`config.mk`:
```
export PLATFORM = sky130hd
export DESIGN_NAME = cook_program_controller_flat
export DESIGN_NICKNAME = d
export VERILOG_FILES = /design/src/rtl/cook_program_controller_if.sv /design/src/rtl/cook_program_controller.sv /design/src/flat_wrapper.sv
export SDC_FILE = /design/constraint.sdc
export NUM_CORES = 1
export LEC_CHECK = 0
export CORE_AREA = 2 2 152 154
export CTS_BUF_LIST = sky130_fd_sc_hd__clkbuf_16
export CTS_CLUSTER_DIAMETER = 120
export DETAILED_ROUTE_END_ITERATION = 8
export DIE_AREA = 0 0 154 156
export SLEW_MARGIN = 20
export SYNTH_ARGS = -nofsm -noshare
export SYNTH_HDL_FRONTEND = slang
export SYNTH_SLANG_ARGS = --single-unit
```
`constraint.sdc`:
```
create_clock -name clk -period 4 [get_ports clk]
set_input_delay 0.8 -clock clk [delete_from_list [all_inputs] [get_ports clk]]
set_output_delay 0.8 -clock clk [all_outputs]
set_load 0.01 [all_outputs]
```
`src/rtl/cook_program_controller_if.sv`:
```
// Command, table-write and status bundle of the multi-stage cook-programme controller.
interface cook_program_controller_if #(
  parameter int IDX_W  = 2,
  parameter int TIME_W = 13,
  parameter int PWR_W  = 3
);
  logic              i_stage_wr;
  logic [IDX_W-1:0]  i_stage_idx;
  logic [TIME_W-1:0] i_stage_sec;
  logic [PWR_W-1:0]  i_stage_pwr;
  logic              i_start;
  logic              i_pause;
  logic              i_cancel;
  logic              i_door_open;
  logic [1:0]        o_state;
  logic [IDX_W-1:0]  o_stage;
  logic [TIME_W-1:0] o_remaining;
  logic              o_pwr_pwm;
  logic              o_done;
  logic              o_alarm;
  logic              o_err;

  modport master (
    output i_stage_wr, i_stage_idx, i_stage_sec, i_stage_pwr,
    output i_start, i_pause, i_cancel, i_door_open,
    input  o_state, o_stage, o_remaining, o_pwr_pwm, o_done, o_alarm, o_err
  );

  modport slave (
    input  i_stage_wr, i_stage_idx, i_stage_sec, i_stage_pwr,
    input  i_start, i_pause, i_cancel, i_door_open,
    output o_state, o_stage, o_remaining, o_pwr_pwm, o_done, o_alarm, o_err
  );
endinterface

```
`src/rtl/cook_program_controller.sv`:
```
// Multi-stage cook-programme controller: stage table, 1 Hz prescaler, power PWM and alarm.
// Optional COOK_DOOR_AUTORESUME_EN: a door-caused pause resumes when the door closes.
module cook_program_controller #(
  parameter int CLK_HZ     = 100_000_000,
  parameter int NUM_STAGES = 4,
  parameter int TIME_W     = 13,
  parameter int MAX_SEC    = 5999,
  parameter int PWR_W      = 3,
  parameter int PWM_STEP   = 10_000,
  parameter int ALARM_SEC  = 3
) (
  input  logic                     clk,
  input  logic                     reset,
  cook_program_controller_if.slave bus
);
  localparam int IDX_W   = $clog2(NUM_STAGES);
  localparam int MAXLVL  = (1 << PWR_W) - 1;
  localparam int PRESC_W = (CLK_HZ > 1) ? $clog2(CLK_HZ) : 1;
  localparam int STEP_W  = (PWM_STEP > 1) ? $clog2(PWM_STEP) : 1;
  localparam int ALARM_W = $clog2(ALARM_SEC + 1);

  localparam logic [PRESC_W-1:0] PRESC_TC = PRESC_W'(CLK_HZ - 1);
  localparam logic [STEP_W-1:0]  STEP_TC  = STEP_W'(PWM_STEP - 1);
  localparam logic [PWR_W-1:0]   SLOT_TC  = PWR_W'(MAXLVL - 1);
  localparam logic [ALARM_W-1:0] ALARM_TC = ALARM_W'(ALARM_SEC - 1);
  localparam logic [IDX_W-1:0]   LAST_IDX = IDX_W'(NUM_STAGES - 1);
  localparam logic [TIME_W-1:0]  MAX_T    = TIME_W'(MAX_SEC);

  typedef enum logic [1:0] {
    ST_IDLE   = 2'd0,
    ST_RUN    = 2'd1,
    ST_PAUSED = 2'd2,
    ST_DONE   = 2'd3
  } state_t;

  logic [TIME_W-1:0]  sec_r [NUM_STAGES];
  logic [PWR_W-1:0]   pwr_r [NUM_STAGES];

  state_t             state_r, state_n;
  logic [IDX_W-1:0]   stage_r, stage_n;
  logic [TIME_W-1:0]  rem_r, rem_n;
  logic [PRESC_W-1:0] presc_r, presc_n;
  logic [STEP_W-1:0]  step_r, step_n;
  logic [PWR_W-1:0]   slot_r, slot_n;
  logic [PWR_W-1:0]   lvl_r, lvl_n;
  logic [ALARM_W-1:0] alarm_cnt_r, alarm_cnt_n;
  logic               door_pause_r, door_pause_n;
  logic               pwm_r, done_r, alarm_r, err_r;
  logic               done_n, err_n;

  logic               idle_like_s, tick_s, last_s, launch_s, end_s;
  logic [IDX_W-1:0]   nxt_idx_s;
  logic [TIME_W-1:0]  nxt_sec_s;

  assign idle_like_s = (state_r == ST_IDLE) || (state_r == ST_DONE);
  assign tick_s      = (presc_r == PRESC_TC);
  assign last_s      = (stage_r == LAST_IDX);
  assign nxt_idx_s   = stage_r + IDX_W'(1);
  assign nxt_sec_s   = last_s ? TIME_W'(0) : sec_r[nxt_idx_s];
  // The launch reads the table as it stood before any same-cycle write.
  assign launch_s    = idle_like_s && bus.i_start && !bus.i_door_open && (sec_r[0] != TIME_W'(0));
  assign end_s       = tick_s && (rem_r <= TIME_W'(1)) && (nxt_sec_s == TIME_W'(0));

  // Stage table: writes land only while no programme is active; seconds are clamped.
  always_ff @(posedge clk or negedge reset) begin
    if (!reset) begin
      for (int i = 0; i < NUM_STAGES; i++) begin
        sec_r[i] <= TIME_W'(0);
        pwr_r[i] <= PWR_W'(0);
      end
    end else if (bus.i_stage_wr && idle_like_s) begin
      sec_r[bus.i_stage_idx] <= (bus.i_stage_sec > MAX_T) ? MAX_T : bus.i_stage_sec;
      pwr_r[bus.i_stage_idx] <= bus.i_stage_pwr;
    end else begin
      sec_r <= sec_r;
      pwr_r <= pwr_r;
    end
  end

  // Next-state logic with priority cancel > door > pause > start.
  always_comb begin
    state_n      = state_r;
    stage_n      = stage_r;
    rem_n        = rem_r;
    presc_n      = presc_r;
    step_n       = step_r;
    slot_n       = slot_r;
    lvl_n        = lvl_r;
    alarm_cnt_n  = alarm_cnt_r;
    door_pause_n = door_pause_r;
    done_n       = 1'b0;
    err_n        = bus.i_stage_wr && !idle_like_s;
    if (bus.i_cancel) begin
      state_n      = ST_IDLE;
      stage_n      = IDX_W'(0);
      rem_n        = TIME_W'(0);
      presc_n      = PRESC_W'(0);
      alarm_cnt_n  = ALARM_W'(0);
      door_pause_n = 1'b0;
    end else if (launch_s) begin
      state_n      = ST_RUN;
      stage_n      = IDX_W'(0);
      rem_n        = sec_r[0];
      lvl_n        = pwr_r[0];
      presc_n      = PRESC_W'(0);
      step_n       = STEP_W'(0);
      slot_n       = PWR_W'(0);
      alarm_cnt_n  = ALARM_W'(0);
      door_pause_n = 1'b0;
    end else begin
      case (state_r)
        ST_IDLE: err_n = err_n | bus.i_start;
        ST_DONE: begin
          err_n = err_n | bus.i_start;
          if (tick_s) begin
            presc_n = PRESC_W'(0);
            if (alarm_cnt_r == ALARM_TC) begin
              state_n     = ST_IDLE;
              stage_n     = IDX_W'(0);
              alarm_cnt_n = ALARM_W'(0);
            end else begin
              alarm_cnt_n = alarm_cnt_r + ALARM_W'(1);
            end
          end else begin
            presc_n = presc_r + PRESC_W'(1);
          end
        end
        ST_RUN: begin
          step_n = (step_r == STEP_TC) ? STEP_W'(0) : step_r + STEP_W'(1);
          if (step_r == STEP_TC) begin
            slot_n = (slot_r == SLOT_TC) ? PWR_W'(0) : slot_r + PWR_W'(1);
          end else begin
            slot_n = slot_r;
          end
          presc_n = tick_s ? PRESC_W'(0) : presc_r + PRESC_W'(1);
          if (end_s) begin
            rem_n       = TIME_W'(0);
            done_n      = 1'b1;
            alarm_cnt_n = ALARM_W'(0);
          end else if (tick_s && (rem_r <= TIME_W'(1))) begin
            stage_n = nxt_idx_s;
            rem_n   = nxt_sec_s;
            lvl_n   = pwr_r[nxt_idx_s];
          end else if (tick_s) begin
            rem_n = rem_r - TIME_W'(1);
          end else begin
            rem_n = rem_r;
          end
          // A tick in the same cycle as pause/door is applied first; finishing beats pausing.
          if (end_s) begin
            state_n = ST_DONE;
          end else if (bus.i_door_open) begin
            state_n      = ST_PAUSED;
            door_pause_n = 1'b1;
          end else if (bus.i_pause) begin
            state_n      = ST_PAUSED;
            door_pause_n = 1'b0;
          end else begin
            state_n = ST_RUN;
          end
        end
        ST_PAUSED: begin
          if (bus.i_door_open) begin
            err_n = err_n | bus.i_start;
          end else if (bus.i_pause) begin
            door_pause_n = 1'b0;
          end else if (bus.i_start) begin
            state_n      = ST_RUN;
            door_pause_n = 1'b0;
`ifdef COOK_DOOR_AUTORESUME_EN
          end else if (door_pause_r) begin
            state_n      = ST_RUN;
            door_pause_n = 1'b0;
`endif
          end else begin
            state_n = ST_PAUSED;
          end
        end
        default: state_n = ST_IDLE;
      endcase
    end
  end

  // State and output registers.
  always_ff @(posedge clk or negedge reset) begin
    if (!reset) begin
      state_r      <= ST_IDLE;
      stage_r      <= IDX_W'(0);
      rem_r        <= TIME_W'(0);
      presc_r      <= PRESC_W'(0);
      step_r       <= STEP_W'(0);
      slot_r       <= PWR_W'(0);
      lvl_r        <= PWR_W'(0);
      alarm_cnt_r  <= ALARM_W'(0);
      door_pause_r <= 1'b0;
      pwm_r        <= 1'b0;
      done_r       <= 1'b0;
      alarm_r      <= 1'b0;
      err_r        <= 1'b0;
    end else begin
      state_r      <= state_n;
      stage_r      <= stage_n;
      rem_r        <= rem_n;
      presc_r      <= presc_n;
      step_r       <= step_n;
      slot_r       <= slot_n;
      lvl_r        <= lvl_n;
      alarm_cnt_r  <= alarm_cnt_n;
      door_pause_r <= door_pause_n;
      pwm_r        <= (state_n == ST_RUN) && (slot_n < lvl_n);
      done_r       <= done_n;
      alarm_r      <= (state_n == ST_DONE);
      err_r        <= err_n;
    end
  end

  assign bus.o_state     = state_r;
  assign bus.o_stage     = stage_r;
  assign bus.o_remaining = rem_r;
  assign bus.o_pwr_pwm   = pwm_r;
  assign bus.o_done      = done_r;
  assign bus.o_alarm     = alarm_r;
  assign bus.o_err       = err_r;
endmodule
```
`src/flat_wrapper.sv`:
```
// flat-port wrapper written by rule: the top's interface ports become plain ports
module cook_program_controller_flat 
#(
  parameter int CLK_HZ     = 100_000_000,
  parameter int NUM_STAGES = 4,
  parameter int TIME_W     = 13,
  parameter int MAX_SEC    = 5999,
  parameter int PWR_W      = 3,
  parameter int PWM_STEP   = 10_000,
  parameter int ALARM_SEC  = 3
)
  (clk, reset, bus_i_stage_wr, bus_i_stage_idx, bus_i_stage_sec, bus_i_stage_pwr, bus_i_start, bus_i_pause, bus_i_cancel, bus_i_door_open, bus_o_state, bus_o_stage, bus_o_remaining, bus_o_pwr_pwm, bus_o_done, bus_o_alarm, bus_o_err);
  cook_program_controller_if #(.TIME_W(TIME_W), .PWR_W(PWR_W)) bus_i ();
  input  logic clk;
  input  logic reset;
  input wire logic [$bits(bus_i.i_stage_wr)-1:0] bus_i_stage_wr;
  input wire logic [$bits(bus_i.i_stage_idx)-1:0] bus_i_stage_idx;
  input wire logic [$bits(bus_i.i_stage_sec)-1:0] bus_i_stage_sec;
  input wire logic [$bits(bus_i.i_stage_pwr)-1:0] bus_i_stage_pwr;
  input wire logic [$bits(bus_i.i_start)-1:0] bus_i_start;
  input wire logic [$bits(bus_i.i_pause)-1:0] bus_i_pause;
  input wire logic [$bits(bus_i.i_cancel)-1:0] bus_i_cancel;
  input wire logic [$bits(bus_i.i_door_open)-1:0] bus_i_door_open;
  output wire logic [$bits(bus_i.o_state)-1:0] bus_o_state;
  output wire logic [$bits(bus_i.o_stage)-1:0] bus_o_stage;
  output wire logic [$bits(bus_i.o_remaining)-1:0] bus_o_remaining;
  output wire logic [$bits(bus_i.o_pwr_pwm)-1:0] bus_o_pwr_pwm;
  output wire logic [$bits(bus_i.o_done)-1:0] bus_o_done;
  output wire logic [$bits(bus_i.o_alarm)-1:0] bus_o_alarm;
  output wire logic [$bits(bus_i.o_err)-1:0] bus_o_err;
  assign bus_i.i_stage_wr = bus_i_stage_wr;
  assign bus_i.i_stage_idx = bus_i_stage_idx;
  assign bus_i.i_stage_sec = bus_i_stage_sec;
  assign bus_i.i_stage_pwr = bus_i_stage_pwr;
  assign bus_i.i_start = bus_i_start;
  assign bus_i.i_pause = bus_i_pause;
  assign bus_i.i_cancel = bus_i_cancel;
  assign bus_i.i_door_open = bus_i_door_open;
  assign bus_o_state = bus_i.o_state;
  assign bus_o_stage = bus_i.o_stage;
  assign bus_o_remaining = bus_i.o_remaining;
  assign bus_o_pwr_pwm = bus_i.o_pwr_pwm;
  assign bus_o_done = bus_i.o_done;
  assign bus_o_alarm = bus_i.o_alarm;
  assign bus_o_err = bus_i.o_err;
  cook_program_controller #(.CLK_HZ(CLK_HZ), .NUM_STAGES(NUM_STAGES), .TIME_W(TIME_W), .MAX_SEC(MAX_SEC), .PWR_W(PWR_W), .PWM_STEP(PWM_STEP), .ALARM_SEC(ALARM_SEC)) u_core (.clk(clk), .reset(reset), .bus(bus_i));
endmodule
```
==> results.sh <==
export IMPL_status="completed"
export IMPL_synth_mux_area_share_pct=5.680
export IMPL_arrival_ns=4.10
export IMPL_path_cells="ha_1 -> buf_4 -> mux4_2 -> nor4_1 -> nand4_1 -> nand2b_1 -> nor2_1 -> a21oi_1 -> o22ai_1 -> ha_1 -> nand2_1 -> a21oi_1 -> o2111ai_1 -> a31oi_1 -> nor4b_2"
export IMPL_max_cap_violations=0
export IMPL_critPathMaxFanout=13
export IMPL_p_leak_nw=3.635
export IMPL_critPathTopFamily="simple AND/OR/NAND/NOR gates"
export IMPL_drive_gt1_share_pct=9.401
export IMPL_register_area_sq_um=3353
export IMPL_synth_seq_cells=134
export IMPL_synth_area_leaders="dfrtp_1 46%, nand2_1 7.4%, o21ai_0 6.4%"
export IMPL_irDropWorstVdd_v=0.0003570
export IMPL_worstMarginPinSlew_ns=0.9394
export IMPL_synth_edff_count=0
export IMPL_post_place_ws_ns=0.2831
export IMPL_layout_cells_non_filler=1136
export IMPL_avgSynthCellArea_sq_um=9.199
export IMPL_critPathLaunchType="flip-flop"
export IMPL_core_area_sq_um=22370
export IMPL_grtUsageMet3_pct=2.972
export IMPL_critPathKind="flip-flop to flip-flop"
export IMPL_htreeDepth=4
export IMPL_ys_seq_area_share_pct=45.85
export IMPL_fillers=2226
export IMPL_overflow=0
export IMPL_synth_async_reset_ratio_pct=100.0
export IMPL_nets=874
export IMPL_gp_congestion=0.8339
export IMPL_synth_top_family_by_area="simple AND/OR/NAND/NOR gates"
export IMPL_cts_root_buf="clkbuf_16"
export IMPL_path_clk_slew_ns=0.06
export IMPL_grt_setup_unrepaired="no"
export IMPL_postCtsSetupRepairBufs=0
export IMPL_ant_nets=0
export IMPL_crit_required_ns=4.30
export IMPL_ioPinCount=46
export IMPL_cp_slowest_cell="mux4_2"
export IMPL_die_x_um=154
export IMPL_busiest_layer="met2"
export IMPL_fmax_mhz=263.0
export IMPL_grt_pass1_wl_um=32950
export IMPL_cts_sinks=134
export IMPL_period_minus_slack_ns=3.802
export IMPL_grt_max_degree=79
export IMPL_firstDrtPassIters=5
export IMPL_drt_total_wl_um=20040
export IMPL_drc=0
export IMPL_die_area_sq_um=24020
export IMPL_syn_cell_area_sq_um=7313
export IMPL_drt_wirelength_per_cell_um=17.64
export IMPL_initial_core_util_pct=32.70
export IMPL_setup_slack_ns=0.1977
export IMPL_yosysUniqueCellTypes=71
export IMPL_p_per_area_nw_per_um2=514.3
export IMPL_vias=6189
export IMPL_area_growth_pct=17.78
export IMPL_dp_cells=1104
export IMPL_worstHoldPathType="primary input to async pin"
export IMPL_hold_viol_final=0
export IMPL_ctsResizeCount=0
export IMPL_clock_latency_ns=0.43
export IMPL_grt_use_met1_pct=24.93
export IMPL_ys_warn_count=0
export IMPL_syn_inst=795
export IMPL_end_kind="flip-flop"
export IMPL_setup_viol=0
export IMPL_maxSlewHeadroom_pct=37.38
export IMPL_cp_num_buf_inv=1
export IMPL_cts_buffer_depth=2
export IMPL_drt_initial_drc_count=473
export IMPL_synth_compound_area_share_pct=16.63
export IMPL_dp_hpwl_um=14240
export IMPL_grt_antenna_before_repair=0
export IMPL_synth_main_ff_cell="dfrtp_1"
export IMPL_n_antenna_cell=0
export IMPL_port_buffers=45
export IMPL_fin_tns_setup_ns=0
export IMPL_cts_buffers=17
export IMPL_met2_usage_pct=26.29
export IMPL_finalPower_mw=4.430
export IMPL_cp_slowest_stage_delay_ns=0.55
export IMPL_rows=55
export IMPL_via_per_inst=5.448
export IMPL_skew_ns=0.01655
export IMPL_synthAdderAreaFrac_pct=1.882
export IMPL_cts_tree="built"
export IMPL_yosys_area_top_type_share_pct=45.85
export IMPL_drv_slew=0
export IMPL_period_share_pct=95.06
export IMPL_synth_xor_area_share_pct=2.515
export IMPL_grtUsageTotal_pct=17.34
export IMPL_syn_nets=831
export IMPL_grt_pass1_vias=5923
export IMPL_multi_input_area_sq_um=3727
export IMPL_yosysTopAreaCell="dfrtp_1"
export IMPL_fin_util_pct=38.51
export IMPL_holdBufCountCts=0
export IMPL_die_h_um=156
export IMPL_yosys_area_share_simple_pct=24.26
## area by class of cell
cell class,count,share of cell area (%)
flip-flops and latches,134,38.93
well taps,285,4.140
multi-input cells,609,43.27
inverters,17,0.7408
clock inverters,15,1.365
clock buffers,17,4.939
repair buffers,59,6.610
## power breakdown
| group | internal, mW | switching, mW |
|---|---|---|
| Sequential | 1.61 | 0.270 |
| Combinational | 0.492 | 0.586 |
| Clock | 0.806 | 0.665 |
| Total | 2.91 | 1.52 |
## metal layers
layer / share of wire [%] / up-vias
li1: - / 2969
met1: 49 / 3024
met2: 45 / 174
met3: 4.7 / 22
met4: 1.7 / 0
met5: 0 / -
## placed cells by master, fill, tap and decap left out, drive strengths merged, types with 4 or more instances in the layout
master	instances
nand3b	6
o211ai	4
or2	4
clkdlybuf4s50	44
nand2b	12
nor4	14
xnor2	11
dfrtp	134
clkbuf	17
nand4b	4
nor2	64
and4	4
and3	8
ha	11
xor2	10
nor3	16
mux2	4
clkinv	4
buf	15
or3	6
and2	5
nand2	144
inv	26
or4	4
a22o	10
a31oi	8
o21ai	99
nor2b	4
nand3	20
a21oi	44
o31ai	10
mux4	16
nand4	16
nor3b	11
## kinds of logic (layout without fill, tap and decap cells)
family          Yosys count  in the layout
compound gates          205            205
xor+xnor                 21             21
fa+ha+maj                11             11
buf+inv                  52            108
flops                   134            134
mux                      21             21
simple gates            351            351
## synthesized netlist by cell type, drive strengths merged, types with 4 or more instances
cell type	count
nand2	144
dfrtp	134
o21ai	99
nor2	64
a21oi	44
clkbuf	25
nand3	20
inv	17
mux4	16
nand4	16
nor3	16
nor4	14
nand2b	12
ha	11
nor3b	11
xnor2	11
a22o	10
buf	10
o31ai	10
xor2	10
a31oi	8
and3	8
nand3b	6
or3	6
and2	5
and4	4
mux2	4
nand4b	4
nor2b	4
o211ai	4
or2	4
or4	4
## final timing paths
path	start	endpoint	slack [ns]	cells after the start
worst max-delay path	u_core.bus.o_stage[1]$_DFFE_PN0P_	u_core.bus.o_pwr_pwm$_DFF_PN0_	0.20	15
worst min-delay path	reset	u_core.step_r[0]$_DFFE_PN0P_	0.43	1
worst max register to register	u_core.bus.o_stage[1]$_DFFE_PN0P_	u_core.bus.o_pwr_pwm$_DFF_PN0_	0.20	15
worst min register to register	u_core.pwr_r[8]$_DFFE_PN0P_	u_core.pwr_r[8]$_DFFE_PN0P_	0.48	2
max in group asynchronous	reset	u_core.sec_r[48]$_DFFE_PN0P_	2.80	2
min in group clk	u_core.pwr_r[8]$_DFFE_PN0P_	u_core.pwr_r[8]$_DFFE_PN0P_	0.48	2
## state kept, by name (all words and copies together) (netlist names)
signal                  cells
u_core.bus.o_remaining     13
u_core.step_r              14
u_core.lvl_r                3
u_core.presc_r             27
u_core.slot_r               3
u_core.pwr_r               12
u_core.bus.o_pwr_pwm        1
u_core.bus.o_state          2
u_core.sec_r               52
u_core.bus.o_done           1
u_core.bus.o_err            1
u_core.bus.o_stage          2
u_core.alarm_cnt_r          2
u_core.bus.o_alarm          1
## per-stage QoR
step	hold WS (ns)	instance area [sq um]
after global placement	0.4603	8070
after CTS	0.4586	8613
final	0.4277	8613
after detailed placement	0.4636	8070
after global routing	0.4904	8613
after floorplan	0.4405	7313
(Power assumes the default switching activity.)
